[config.mk]
export PLATFORM = sky130hd
export DESIGN_NAME = mbist_march_ctrl
export DESIGN_NICKNAME = d
export VERILOG_FILES = /design/src/rtl/mbist_pkg.sv /design/src/rtl/mbist_cmp_pipe.sv /design/src/rtl/mbist_march_ctrl.sv
export SDC_FILE = /design/constraint.sdc
export NUM_CORES = 1
export LEC_CHECK = 0
export CORE_AREA = 8 8 71 73
export CTS_CLUSTER_SIZE = 25
export DETAILED_ROUTE_END_ITERATION = 16
export DIE_AREA = 0 0 79 81
export GPL_TIMING_DRIVEN = 0
export MAX_ROUTING_LAYER = met4
export PLACE_DENSITY = 0.81
export SYNTH_ARGS = -nofsm -noshare
export SYNTH_HDL_FRONTEND = slang
export SYNTH_SLANG_ARGS = --single-unit
[constraint.sdc]
create_clock -name clk -period 4.49 [get_ports clk]
set_clock_uncertainty 0.2 [all_clocks]
set_input_delay 0.449 -clock clk [delete_from_list [all_inputs] [get_ports clk]]
set_output_delay 0.449 -clock clk [all_outputs]
set_load 0.005 [all_outputs]
[src/rtl/mbist_pkg.sv]
// mbist_pkg: shared types for the March C- MBIST sequencer.
// Holds the FSM state enum, the March element table and pipeline constants.
package mbist_pkg;

   localparam logic [2:0] MARCH_LAST_ELEM = 3'd5;
   localparam int         RD_LATENCY      = 2;

   typedef enum logic [3:0] {
      ST_IDLE  = 4'd0,
      ST_PRE   = 4'd1,
      ST_M0    = 4'd2,
      ST_M1    = 4'd3,
      ST_M2    = 4'd4,
      ST_M3    = 4'd5,
      ST_M4    = 4'd6,
      ST_M5    = 4'd7,
      ST_DRAIN = 4'd8,
      ST_DONE  = 4'd9
   } state_t;

   // two_op elements are (read, write); single-op elements are a write
   // when wr_only is set, else a read.
   typedef struct packed {
      logic dir_dn;
      logic two_op;
      logic wr_only;
      logic rval;
      logic wval;
   } march_elem_t;

   localparam march_elem_t ME_NONE = '{1'b0, 1'b0, 1'b0, 1'b0, 1'b0};
   localparam march_elem_t ME_M0   = '{1'b0, 1'b0, 1'b1, 1'b0, 1'b0};
   localparam march_elem_t ME_M1   = '{1'b0, 1'b1, 1'b0, 1'b0, 1'b1};
   localparam march_elem_t ME_M2   = '{1'b0, 1'b1, 1'b0, 1'b1, 1'b0};
   localparam march_elem_t ME_M3   = '{1'b1, 1'b1, 1'b0, 1'b0, 1'b1};
   localparam march_elem_t ME_M4   = '{1'b1, 1'b1, 1'b0, 1'b1, 1'b0};
   localparam march_elem_t ME_M5   = '{1'b0, 1'b0, 1'b0, 1'b0, 1'b0};

   // Indices 6 and 7 are padding so non-March states map to a no-op.
   localparam march_elem_t [7:0] MARCH_TBL = {
      ME_NONE, ME_NONE, ME_M5, ME_M4,
      ME_M3,   ME_M2,   ME_M1, ME_M0
   };

   function automatic logic [2:0] state_elem(input state_t i_state);
      return 3'(4'(i_state) - 4'(ST_M0));
   endfunction

   function automatic state_t elem_state(input logic [2:0] i_elem);
      return state_t'(4'(i_elem) + 4'(ST_M0));
   endfunction

endpackage

[src/rtl/mbist_cmp_pipe.sv]
// mbist_cmp_pipe: read-latency-matched compare pipeline with sticky fail.
// Ports: i_push/i_exp/i_addr/i_elem enter a read; i_rdata is compared
// RD_LATENCY cycles later; o_fail is sticky, o_fail_addr/o_fail_elem hold
// the first miscompare and o_fail_count saturates at 255 (diag outputs
// exist only when MBIST_DIAG_EN is defined, else they are tied to 0).
module mbist_cmp_pipe
   import mbist_pkg::*;
#(
   parameter int DATA_WIDTH = 8,
   parameter int ADDR_WIDTH = 4
) (
   input  logic                  clk,
   input  logic                  rst,
   input  logic                  i_clear,
   input  logic                  i_push,
   input  logic [DATA_WIDTH-1:0] i_exp,
   input  logic [ADDR_WIDTH-1:0] i_addr,
   input  logic [2:0]            i_elem,
   input  logic [DATA_WIDTH-1:0] i_rdata,
   output logic                  o_fail,
   output logic [ADDR_WIDTH-1:0] o_fail_addr,
   output logic [2:0]            o_fail_elem,
   output logic [7:0]            o_fail_count
);

   logic [RD_LATENCY-1:0] r_vld;
   logic [DATA_WIDTH-1:0] r_exp [RD_LATENCY];
   logic                  r_fail;
   logic                  w_miss;

   assign w_miss = r_vld[RD_LATENCY-1] &&
                   (i_rdata != r_exp[RD_LATENCY-1]);
   assign o_fail = r_fail;

   always_ff @(posedge clk) begin
      if (rst || i_clear) begin
         r_vld  <= '0;
         r_fail <= 1'b0;
      end else begin
         r_vld <= {r_vld[RD_LATENCY-2:0], i_push};
         if (w_miss)
            r_fail <= 1'b1;
      end
   end

   // Data stages need no reset: r_vld qualifies them.
   always_ff @(posedge clk) begin
      r_exp[0] <= i_exp;
      for (int i = 1; i < RD_LATENCY; i++)
         r_exp[i] <= r_exp[i-1];
   end

`ifdef MBIST_DIAG_EN
   logic [ADDR_WIDTH-1:0] r_addr [RD_LATENCY];
   logic [2:0]            r_elem [RD_LATENCY];
   logic [ADDR_WIDTH-1:0] r_fail_addr;
   logic [2:0]            r_fail_elem;
   logic [7:0]            r_fail_count;

   always_ff @(posedge clk) begin
      r_addr[0] <= i_addr;
      r_elem[0] <= i_elem;
      for (int i = 1; i < RD_LATENCY; i++) begin
         r_addr[i] <= r_addr[i-1];
         r_elem[i] <= r_elem[i-1];
      end
   end

   always_ff @(posedge clk) begin
      if (rst || i_clear) begin
         r_fail_addr  <= '0;
         r_fail_elem  <= '0;
         r_fail_count <= '0;
      end else if (w_miss) begin
         // r_fail still low means this is the first miscompare
         if (!r_fail) begin
            r_fail_addr <= r_addr[RD_LATENCY-1];
            r_fail_elem <= r_elem[RD_LATENCY-1];
         end
         if (r_fail_count != 8'hFF)
            r_fail_count <= r_fail_count + 8'd1;
      end
   end

   assign o_fail_addr  = r_fail_addr;
   assign o_fail_elem  = r_fail_elem;
   assign o_fail_count = r_fail_count;
`else
   logic w_unused_diag;

   assign w_unused_diag = ^{i_addr, i_elem};
   assign o_fail_addr   = '0;
   assign o_fail_elem   = '0;
   assign o_fail_count  = '0;
`endif

endmodule

[src/rtl/mbist_march_ctrl.sv]
// mbist_march_ctrl: March C- MBIST sequencer for one fault_mem instance.
// Ports: clk/rst (sync, active high), start -> busy/done/fail handshake;
// mem_write_read/mem_address/mem_wdata/mem_rdata drive the memory, with
// mem_wdata one cycle ahead of its write; fail_addr/fail_elem/fail_count
// are diagnostics built only when MBIST_DIAG_EN is defined.
module mbist_march_ctrl
   import mbist_pkg::*;
#(
   parameter int DATA_WIDTH = 8,
   parameter int ADDR_WIDTH = 4,
   parameter int CAPACITY   = 16
) (
   input  logic                  clk,
   input  logic                  rst,
   input  logic                  start,
   output logic                  busy,
   output logic                  done,
   output logic                  fail,
   output logic                  mem_write_read,
   output logic [ADDR_WIDTH-1:0] mem_address,
   output logic [DATA_WIDTH-1:0] mem_wdata,
   input  logic [DATA_WIDTH-1:0] mem_rdata,
   output logic [ADDR_WIDTH-1:0] fail_addr,
   output logic [2:0]            fail_elem,
   output logic [7:0]            fail_count
);

   localparam logic [ADDR_WIDTH-1:0] LAST_ADDR =
      ADDR_WIDTH'(CAPACITY - 1);

   state_t                r_state;
   logic [ADDR_WIDTH-1:0] r_addr;
   logic                  r_phase;
   logic                  r_drain;
   logic                  r_we;
   logic [DATA_WIDTH-1:0] r_wdata;
   logic                  r_busy;
   logic                  r_done;
   logic                  r_rd;
   logic [DATA_WIDTH-1:0] r_exp;
   logic [2:0]            r_elem;

   state_t                w_nstate;
   logic [ADDR_WIDTH-1:0] w_naddr;
   logic                  w_nphase;
   logic                  w_start;
   logic [2:0]            w_elem;
   logic [2:0]            w_adv;
   logic [2:0]            w_nelem;
   logic                  w_last_op;
   logic                  w_last_addr;
   logic                  w_nop;
   logic                  w_nwe;

   always_comb begin
      w_elem      = state_elem(r_state);
      w_adv       = w_elem + 3'd1;
      w_last_op   = !MARCH_TBL[w_elem].two_op || r_phase;
      w_last_addr = MARCH_TBL[w_elem].dir_dn ? (r_addr == '0)
                                             : (r_addr == LAST_ADDR);
      w_nstate    = r_state;
      w_naddr     = r_addr;
      w_nphase    = 1'b0;
      w_start     = 1'b0;
      unique case (r_state)
         ST_IDLE, ST_DONE: begin
            if (start) begin
               w_nstate = ST_PRE;
               w_naddr  = '0;
               w_start  = 1'b1;
            end
         end
         ST_PRE: begin
            w_nstate = ST_M0;
            w_naddr  = '0;
         end
         ST_DRAIN: begin
            if (r_drain)
               w_nstate = ST_DONE;
         end
         default: begin
            if (!w_last_op)
               w_nphase = 1'b1;
            else if (!w_last_addr)
               w_naddr = MARCH_TBL[w_elem].dir_dn
                       ? r_addr - ADDR_WIDTH'(1)
                       : r_addr + ADDR_WIDTH'(1);
            else if (w_elem == MARCH_LAST_ELEM)
               w_nstate = ST_DRAIN;
            else begin
               w_nstate = elem_state(w_adv);
               w_naddr  = MARCH_TBL[w_adv].dir_dn ? LAST_ADDR : '0;
            end
         end
      endcase
      w_nelem = state_elem(w_nstate);
      w_nop   = (w_nstate >= ST_M0) && (w_nstate <= ST_M5);
      w_nwe   = w_nop && (MARCH_TBL[w_nelem].two_op
                          ? w_nphase
                          : MARCH_TBL[w_nelem].wr_only);
   end

   // Outputs are registered from the next-state decode so that each
   // op cycle presents its command straight from flops.
   always_ff @(posedge clk) begin
      if (rst) begin
         r_state <= ST_IDLE;
         r_addr  <= '0;
         r_phase <= 1'b0;
         r_drain <= 1'b0;
         r_we    <= 1'b0;
         r_wdata <= '0;
         r_busy  <= 1'b0;
         r_done  <= 1'b0;
         r_rd    <= 1'b0;
         r_exp   <= '0;
         r_elem  <= '0;
      end else begin
         r_state <= w_nstate;
         r_addr  <= w_naddr;
         r_phase <= w_nphase;
         r_drain <= (r_state == ST_DRAIN);
         r_we    <= w_nwe;
         r_rd    <= w_nop && !w_nwe;
         r_exp   <= {DATA_WIDTH{MARCH_TBL[w_nelem].rval}};
         r_elem  <= w_nelem;
         r_busy  <= (w_nstate != ST_IDLE) && (w_nstate != ST_DONE);
         r_done  <= (w_nstate == ST_DONE);
         // wdata looks one cycle ahead: it carries the background of
         // the element about to run, and holds through read-only ones.
         if (w_start)
            r_wdata <= {DATA_WIDTH{MARCH_TBL[0].wval}};
         else if (w_nop && (MARCH_TBL[w_nelem].two_op ||
                            MARCH_TBL[w_nelem].wr_only))
            r_wdata <= {DATA_WIDTH{MARCH_TBL[w_nelem].wval}};
      end
   end

   mbist_cmp_pipe #(
      .DATA_WIDTH (DATA_WIDTH),
      .ADDR_WIDTH (ADDR_WIDTH)
   ) u_cmp (
      .clk          (clk),
      .rst          (rst),
      .i_clear      (w_start),
      .i_push       (r_rd),
      .i_exp        (r_exp),
      .i_addr       (r_addr),
      .i_elem       (r_elem),
      .i_rdata      (mem_rdata),
      .o_fail       (fail),
      .o_fail_addr  (fail_addr),
      .o_fail_elem  (fail_elem),
      .o_fail_count (fail_count)
   );

   assign busy           = r_busy;
   assign done           = r_done;
   assign mem_write_read = r_we;
   assign mem_address    = r_addr;
   assign mem_wdata      = r_wdata;

endmodule

### Word-level counts from Yosys, hierarchy flattened

Memories as Yosys holds them, arrays and structs flattened.
Index checks and enable logic that the tools add are counted.

| operators by class | value |
|---|---|
| $add $sub $neg | 6 |
| multipliers | 0 |
| divide/modulo/power cells | 0 |
| $lt $le $gt $ge | 5 |
| equal/unequal tests | 10 |
| shifts and indexed selects | 0 |
| mux-type cells | 22 |
| bitwise gates (word level) | 1 |
| reduce and logical (&&, ||, !) cells | 19 |

Operators with widths:

| cell | number |
|---|---|
| 4-bit two-way mux | 12 |
| 4-bit case mux with 3 select lines | 2 |
| 4-bit equality test (second input constant) | 4 |
| 3-bit by 4-bit < comparator with 1-bit output (second input constant) | 3 |
| 5-bit two-way mux | 2 |
| 4-bit logical NOT | 2 |
| 8-bit inequality test | 1 |
| 1-bit logical AND | 6 |
| 1-bit two-way mux | 6 |
| 3-bit by 2-bit subtractor with 3-bit output (second input constant) | 2 |
| 3-bit by 2-bit adder with 4-bit output (second input constant) | 1 |
| 4-bit by 1-bit adder with 4-bit output (second input constant) | 1 |
| 4-bit by 1-bit equality test with 1-bit output (second input constant) | 1 |
| 4-bit by 2-bit >= comparator with 1-bit output (second input constant) | 1 |
| 4-bit by 3-bit <= comparator with 1-bit output (second input constant) | 1 |
| 4-bit by 2-bit inequality test with 1-bit output (second input constant) | 1 |
| 4-bit inequality test (second input constant) | 1 |
| 4-bit AND reduction | 1 |
| 4-bit nonzero test | 1 |
| 2-bit OR reduction | 2 |
| 4-bit OR reduction | 1 |
| 4-bit by 1-bit subtractor with 4-bit output (second input constant) | 1 |
| 3-bit by 1-bit adder with 3-bit output (second input constant) | 1 |
| 3-bit equality test (second input constant) | 1 |
| other kinds (5) | 8 |

| storage, ports and cells | value |
|---|---|
| register bits after elaboration | 19 |
| latch bits | 0 |
| memory bits (writable) | 16 |
| bits in read-only memories | 120 |
| input bits | 11 |
| output and inout port bits | 31 |
| word-level logic and storage cells | 79 |
| memories kept | 4 |

Memory list:

| name | words | width | rd ports | clocked after memory_dff | write ports | line | source |
|---|---|---|---|---|---|---|---|
| (name not given) | 8 | 5 | 1 | 0 | 0 | mbist_march_ctrl.sv:135 | `r_wdata <= {DATA_WIDTH{MARCH_TBL[w_nelem].wval}};` |
| (name not given) | 8 | 5 | 1 | 0 | 0 | mbist_march_ctrl.sv:92 | `w_naddr = MARCH_TBL[w_adv].dir_dn ? LAST_ADDR : '0;` |
| (name not given) | 8 | 5 | 1 | 0 | 0 | mbist_march_ctrl.sv:85 | `w_naddr = MARCH_TBL[w_elem].dir_dn` |
| u_cmp.r_exp | 2 | 8 | 2 | 0 | 2 | mbist_cmp_pipe.sv:27 | `logic [DATA_WIDTH-1:0] r_exp [RD_LATENCY];` |

### Logic depth before layout (Yosys ltp)

| depth | value |
|---|---|
| depth after elaboration | 14 |
| depth in mapped cells | 12 |
| mapped depth without buffers | 12 |

### Hierarchy

From an unflattened synthesis, not the netlist that was laid out.

| second synthesis, totals | value |
|---|---|
| cell total of the unflattened synthesis | 221 |
| area total of the unflattened synthesis | 2029.4 sq um |

By module, submodules not included:

| module | instances | cells each | area an instance (sq um) | sequential area each (sq um) |
|---|---|---|---|---|
| mbist_march_ctrl | 1 | 170 | 1418.9 | 360.3 |
| mbist_cmp_pipe | 1 | 51 | 610.6 | 380.4 |

### Worst setup path before layout

OpenSTA, ideal clock, no wires.

| path | value |
|---|---|
| kind | flip-flop to flip-flop |
| from | register r_state[1] |
| to | register r_addr[3], in the netlist mem_address[3] |
| setup time | 65 ps |
| arrival | 2518 ps |
| data required time | 4225 ps |
| path slack | 1707 ps |
| stages on the path, launching flop included | 13 |
| path buffers | 0 |
| period minus slack after synthesis | 2783 ps |
| cells stage by stage | dfxtp_1 > inv_1 > ha_1 > mux2i_4 > inv_1 > ha_1 > a21o_1 > a21oi_1 > xnor2_1 > a41oi_1 > a221oi_1 > mux2i_1 > nor2_1 |

| between the ends | value |
|---|---|
| cells in the longest elaborated chain, start to end | 9 |
| elaborated cells on any way between the ends | 26 |
| those cells by class | add/sub: 2; eq/ne: 6; mux: 9; bitwise: 1; reduce/logical: 6; memory: 2 |

RTL lines:

| element | line | source |
|---|---|---|
| start: declaration | mbist_march_ctrl.sv:31 | `state_t r_state;` |
| start signal: assignment | mbist_march_ctrl.sv:119 | `r_state <= w_nstate;` |
| 3-bit by 2-bit subtractor with 3-bit output | mbist_pkg.sv:46 | `return 3'(4'(i_state) - 4'(ST_M0));` |
| 3-bit by 1-bit adder with 3-bit output | mbist_march_ctrl.sv:57 | `w_adv = w_elem + 3'd1;` |
| memory 8 x 5 bit | -- |  |
| 5-bit two-way mux (implied by the code) | mbist_march_ctrl.sv:92 |  |
| 4-bit two-way mux | mbist_march_ctrl.sv:92 |  |
| 4-bit two-way mux | mbist_march_ctrl.sv:88 | `else if (w_elem == MARCH_LAST_ELEM)` |
| 4-bit two-way mux | mbist_march_ctrl.sv:84 | `else if (!w_last_addr)` |
| 4-bit two-way mux | mbist_march_ctrl.sv:82 | `if (!w_last_op)` |
| 4-bit case mux with 3 select lines | mbist_march_ctrl.sv:65 | `unique case (r_state)` |
| end signal: assignment | mbist_march_ctrl.sv:120 | `r_addr <= w_naddr;` |
| end: declaration | mbist_march_ctrl.sv:32 | `logic [ADDR_WIDTH-1:0] r_addr;` |

Parallel ways exist; a longest one is shown, timed or not. The select of a mux whose other input is x is not followed.
A chain may end at the register's enable or synchronous reset.

### Worst setup path in the final report

| path | value |
|---|---|
| from | register r_state[1] |
| to | register r_rd |

| between the ends | value |
|---|---|
| cells in the longest elaborated chain, start to end | 14 |
| elaborated cells on any way between the ends | 33 |
| those cells by class | add/sub: 4; order compare: 2; eq/ne: 4; mux: 12; reduce/logical: 9; memory: 2 |

RTL lines:

| element | line | source |
|---|---|---|
| 3-bit by 2-bit subtractor with 3-bit output | mbist_pkg.sv:46 |  |
| 3-bit by 1-bit adder with 3-bit output or memory 8 x 5 bit (tied branches) | -- |  |
| 3-bit by 2-bit adder with 4-bit output or 5-bit two-way mux (tied branches) | -- |  |
| 4-bit two-way mux (tied with other cells) | mbist_march_ctrl.sv:88 |  |
| 4-bit two-way mux or 1-bit logical OR (tied branches) | mbist_march_ctrl.sv:84, mbist_march_ctrl.sv:58 |  |
| 4-bit two-way mux | mbist_march_ctrl.sv:82 |  |
| 4-bit case mux with 3 select lines | mbist_march_ctrl.sv:65 |  |
| 3-bit by 2-bit subtractor with 3-bit output | mbist_pkg.sv:46 |  |
| memory 8 x 5 bit | -- |  |
| 4-bit two-way mux | -- |  |
| 1-bit two-way mux | mbist_march_ctrl.sv:99 | `? w_nphase` |
| 1-bit logical AND | mbist_march_ctrl.sv:98 | `w_nwe = w_nop && (MARCH_TBL[w_nelem].two_op` |
| 1-bit logical NOT | mbist_march_ctrl.sv:124 | `r_rd <= w_nop && !w_nwe;` |
| 1-bit logical AND * | mbist_march_ctrl.sv:124 |  |
| end signal: assignment | mbist_march_ctrl.sv:124 |  |
| end: declaration | mbist_march_ctrl.sv:39 | `logic r_rd;` |

Every way passes the cells marked *; elsewhere a longest branch is shown, timed or not. The select of a mux whose other input is x is not followed.

==> flow_metrics.py <==
metrics = {
    "clocking": {
        "htreeDepth": 1,
        "cts_hold_buf": 0,
        "postCtsSetupBuffers": 0,
        "cts_tree": "yes",
        "clk_latency_ps": 270,
        "path_clk_slew_ps": 80,
        "cts_buffers": 3,
        "clockRootBuffer": "clkbuf_8",
        "cts_sinks": 21,
        "cts_resized": 0,
        "cts_buffer_depth": 2,
    },
    "finish": {
        "seq_area_sq_um": 420,
        "mostFrequentLayoutCell": "clkdlybuf4s50_1",
        "drive_above_1_share_pct": 19.2,
        "fillCellCount": 376,
        "syn_to_final_growth_pct": 25.6,
        "insertedDiodeCount": 0,
        "nNetsFinal": 256,
        "multi_input_area_sq_um": 1030,
        "final_cell_mix": "clkdlybuf4s50_1 (26), buf_4 (22), dfxtp_1 (21)",
    },
    "place": {
        "place.gp.congestion": 0.875,
        "dp_hpwl_microns": 2980,
        "io_buffers": 26,
    },
    "worst_setup_path": {
        "cp.arrival_ps": 3140,
        "ff2ff_setup_slack_ps": 1320,
        "worst_path_dominant_cell_family": "multiplexers",
        "r2r_start": "r_state[1]$_SDFF_PP0_",
        "cp-start-kind": "flip-flop",
        "critPathRequiredTime_ps": 4460,
        "max_stage_delay_ps": 610,
        "crit_buf_inv": 1,
        "critPathKind": "reg2reg",
        "cp_cell_sequence": "inv_1, ha_1, mux2i_4, mux2i_2, a21oi_2, nor3_1, nand3_1, and3b_1",
        "path_max_fanout": 9,
        "cpMaxStageDelayCell": "dfxtp_1",
        "r2r_end": "r_rd$_SDFF_PP0_",
        "rr_worst_depth": 8,
        "end_kind": "flip-flop",
    },
    "sta": {
        "relSlewSlack_pct": 65.7,
        "setup_violations": 0,
        "rsz0062_at_grt": "no",
        "final_hold_viol_count": 0,
        "fmax_mhz": 315,
        "fin_crit_ps": 3170,
        "setup_tns_ps": 0,
        "tightest_slew_ps": 510,
        "final.period_utilization_pct": 70.6,
        "maxSlewViolCount": 0,
        "hold_ws_ps": 132,
    },
    "synthesis": {
        "yosysWarnings": 0,
        "synth_sequential_area_ratio_pct": 25.6,
        "synth_area_sq_um": 1650,
        "ys_seq_elements": 21,
        "synthArstFlopShare_pct": 0,
        "synth-edff-count": 0,
        "synth-main-ff-cell": "dfxtp_1",
        "synth_cells": 190,
        "syn_avg_cell_area_sq_um": 8.66,
        "synthDistinctLibCells": 58,
    },
    "global_routing": {
        "grt_pass1_wl_microns": 6200,
        "grt_util_all_layers_pct": 12.0,
        "grt_max_degree": 13,
        "grt_remaining_overflow": 0,
        "grt_pass1_vias": 1389,
        "antenna_found_initial": 0,
    },
    "hold_path": {
        "worstHoldPathType": "reg2reg",
        "min_from": "r_exp[0]$_SDFF_PP0_",
        "min_to": "u_cmp.r_exp[0][7]$_DFF_P_",
        "hold_path_depth": 0,
    },
    "pwr": {
        "p_leak_nw": 0.865,
        "ir_drop_mv": 0.540,
        "power_per_cell_area_nw_per_um2": 786,
    },
    "die": {
        "ios": 42,
        "die_y_microns": 81,
        "core_region_area_sq_um": 3910,
        "num_rows": 23,
        "die_x_microns": 79,
        "start_util_pct": 42.0,
        "dieArea_sq_um": 6400,
    },
    "run": {
        "maxCapViolations": 0,
    },
    "route": {
        "drt_iter0_drc": 91,
        "vias_per_cell": 5.16,
        "wl_met1_microns": 1600,
        "via_count": 1466,
        "met3_length_microns": 309,
        "top_layer_used": "met4",
        "routedWlPerCell_microns": 13.2,
        "antenna_left": 0,
        "wl_met2_microns": 1790,
        "drt_first_pass_iters": 4,
        "wl_microns": 3750,
        "drc": 0,
    },
    "outcome": {
        "outcome": "finished clean",
    },
}
cells in the mapped netlist (2+ instances only):
master    number  area share (%)
o21ai_0        7             2.1
nor2_2         2            0.76
o22ai_1        3             1.1
and2_1         2            0.76
dfxtp_1       21              26
ha_1           9             6.8
nand2_1        6             1.4
nand3_1        3            0.91
buf_4         22              10
a311oi_1       2             1.1
xor2_1         2             1.1
nand2b_1       2            0.76
clkbuf_1       6             1.4
mux2i_1        7             4.3
o221ai_1       2             1.1
nor3_1         8             2.4
a21oi_1       12             3.7
xnor2_1        2             1.1
a31oi_1        5             1.9
a211oi_1       2            0.91
or2_1          2            0.76
nor2_1        16             3.7
nand4_1        2            0.76
inv_1         11             2.5
cell families after synthesis:
group                    count (synthesis)  synth area share (%)
AND/OR/NAND/NOR                         53                  17.3
AO/OA/AOI/OAI                           48                  22.1
buffers and inverters                   41                  14.9
flip-flops                              21                  25.6
multiplexers                            11                  8.06
adder cells (fa/ha/maj)                 10                  8.06
XOR/XNOR                                 5                  3.80
other                                    1                 0.228
worst max path at each step:
| stage | startpoint | to | slack [ps] | cells after the start |
|---|---|---|---|---|
| 2_1_floorplan | r_state[1]$_SDFF_PP0_ | mem_address[3]$_SDFFE_PP0P_ | 1710 | 12 |
| 3_3_place_gp | r_state[1]$_SDFF_PP0_ | mem_wdata[0]$_SDFFE_PP0P_ | 1420 | 9 |
| 3_5_place_dp | r_state[1]$_SDFF_PP0_ | mem_address[3]$_SDFFE_PP0P_ | 1350 | 12 |
| 4_1_cts | r_state[1]$_SDFF_PP0_ | mem_address[3]$_SDFFE_PP0P_ | 1350 | 12 |
| 5_1_grt | r_state[1]$_SDFF_PP0_ | r_rd$_SDFF_PP0_ | 1100 | 8 |
| 6_report | r_state[1]$_SDFF_PP0_ | r_rd$_SDFF_PP0_ | 1320 | 8 |
worst register-to-register path, cell delays in order (launching register included):
cell and delay (ps):
dfxtp_1 610, inv_1 220, ha_1 280, mux2i_4 290
mux2i_2 510, a21oi_2 160, nor3_1 460, nand3_1 160
and3b_1 180
state kept, by name, summed over array words and instances, names as in the netlist:
register / cells
mem_wdata: 1
r_drain: 1
mem_write_read: 1
busy: 1
r_exp: 1
u_cmp.r_exp: 2
u_cmp.r_vld: 2
mem_address: 4
done: 1
u_cmp.o_fail: 1
r_rd: 1
r_state: 4
r_phase: 1
per-stage QoR:
stage / worst slack [ps] / instance area [sq um] / instances / power [W] / util, %
2_1_floorplan: 1710 / 1700 / 204 / 0.00121 / -
3_3_place_gp: 1420 / 2020 / 280 / 0.00145 / 51.6
3_5_place_dp: 1350 / 2020 / 280 / 0.00148 / 51.6
5_1_grt: 1100 / 2070 / 284 / 0.00176 / 52.8
4_1_cts: 1350 / 2070 / 284 / 0.00162 / 52.8
6_report: 1320 / 2070 / 284 / 0.00162 / 52.8
metal layers:
metal,vias to the layer above,global-route usage (%)
li1,732,-
met1,671,12.8
met5,-,-
met4,0,3.89
met3,9,3.75
met2,54,20.6
power by group:
group,internal [W],leakage (nW),switching (W)
clock network,0.0000620,0.0255,0.0000661
registers,0.000245,0.171,0.0000638
logic,0.000536,0.668,0.000651
total,0.000843,0.865,0.000781
layout make-up:
class,instances,area share (%)
inverter,11,2.00
timing repair buffer,26,12.6
clock buffer,3,2.00
clock inverter,1,0.242
multi-input combinational,142,49.9
buffer,30,9.87
tap,50,3.03
sequential,21,20.3
Power figures use the tool's default switching activity.
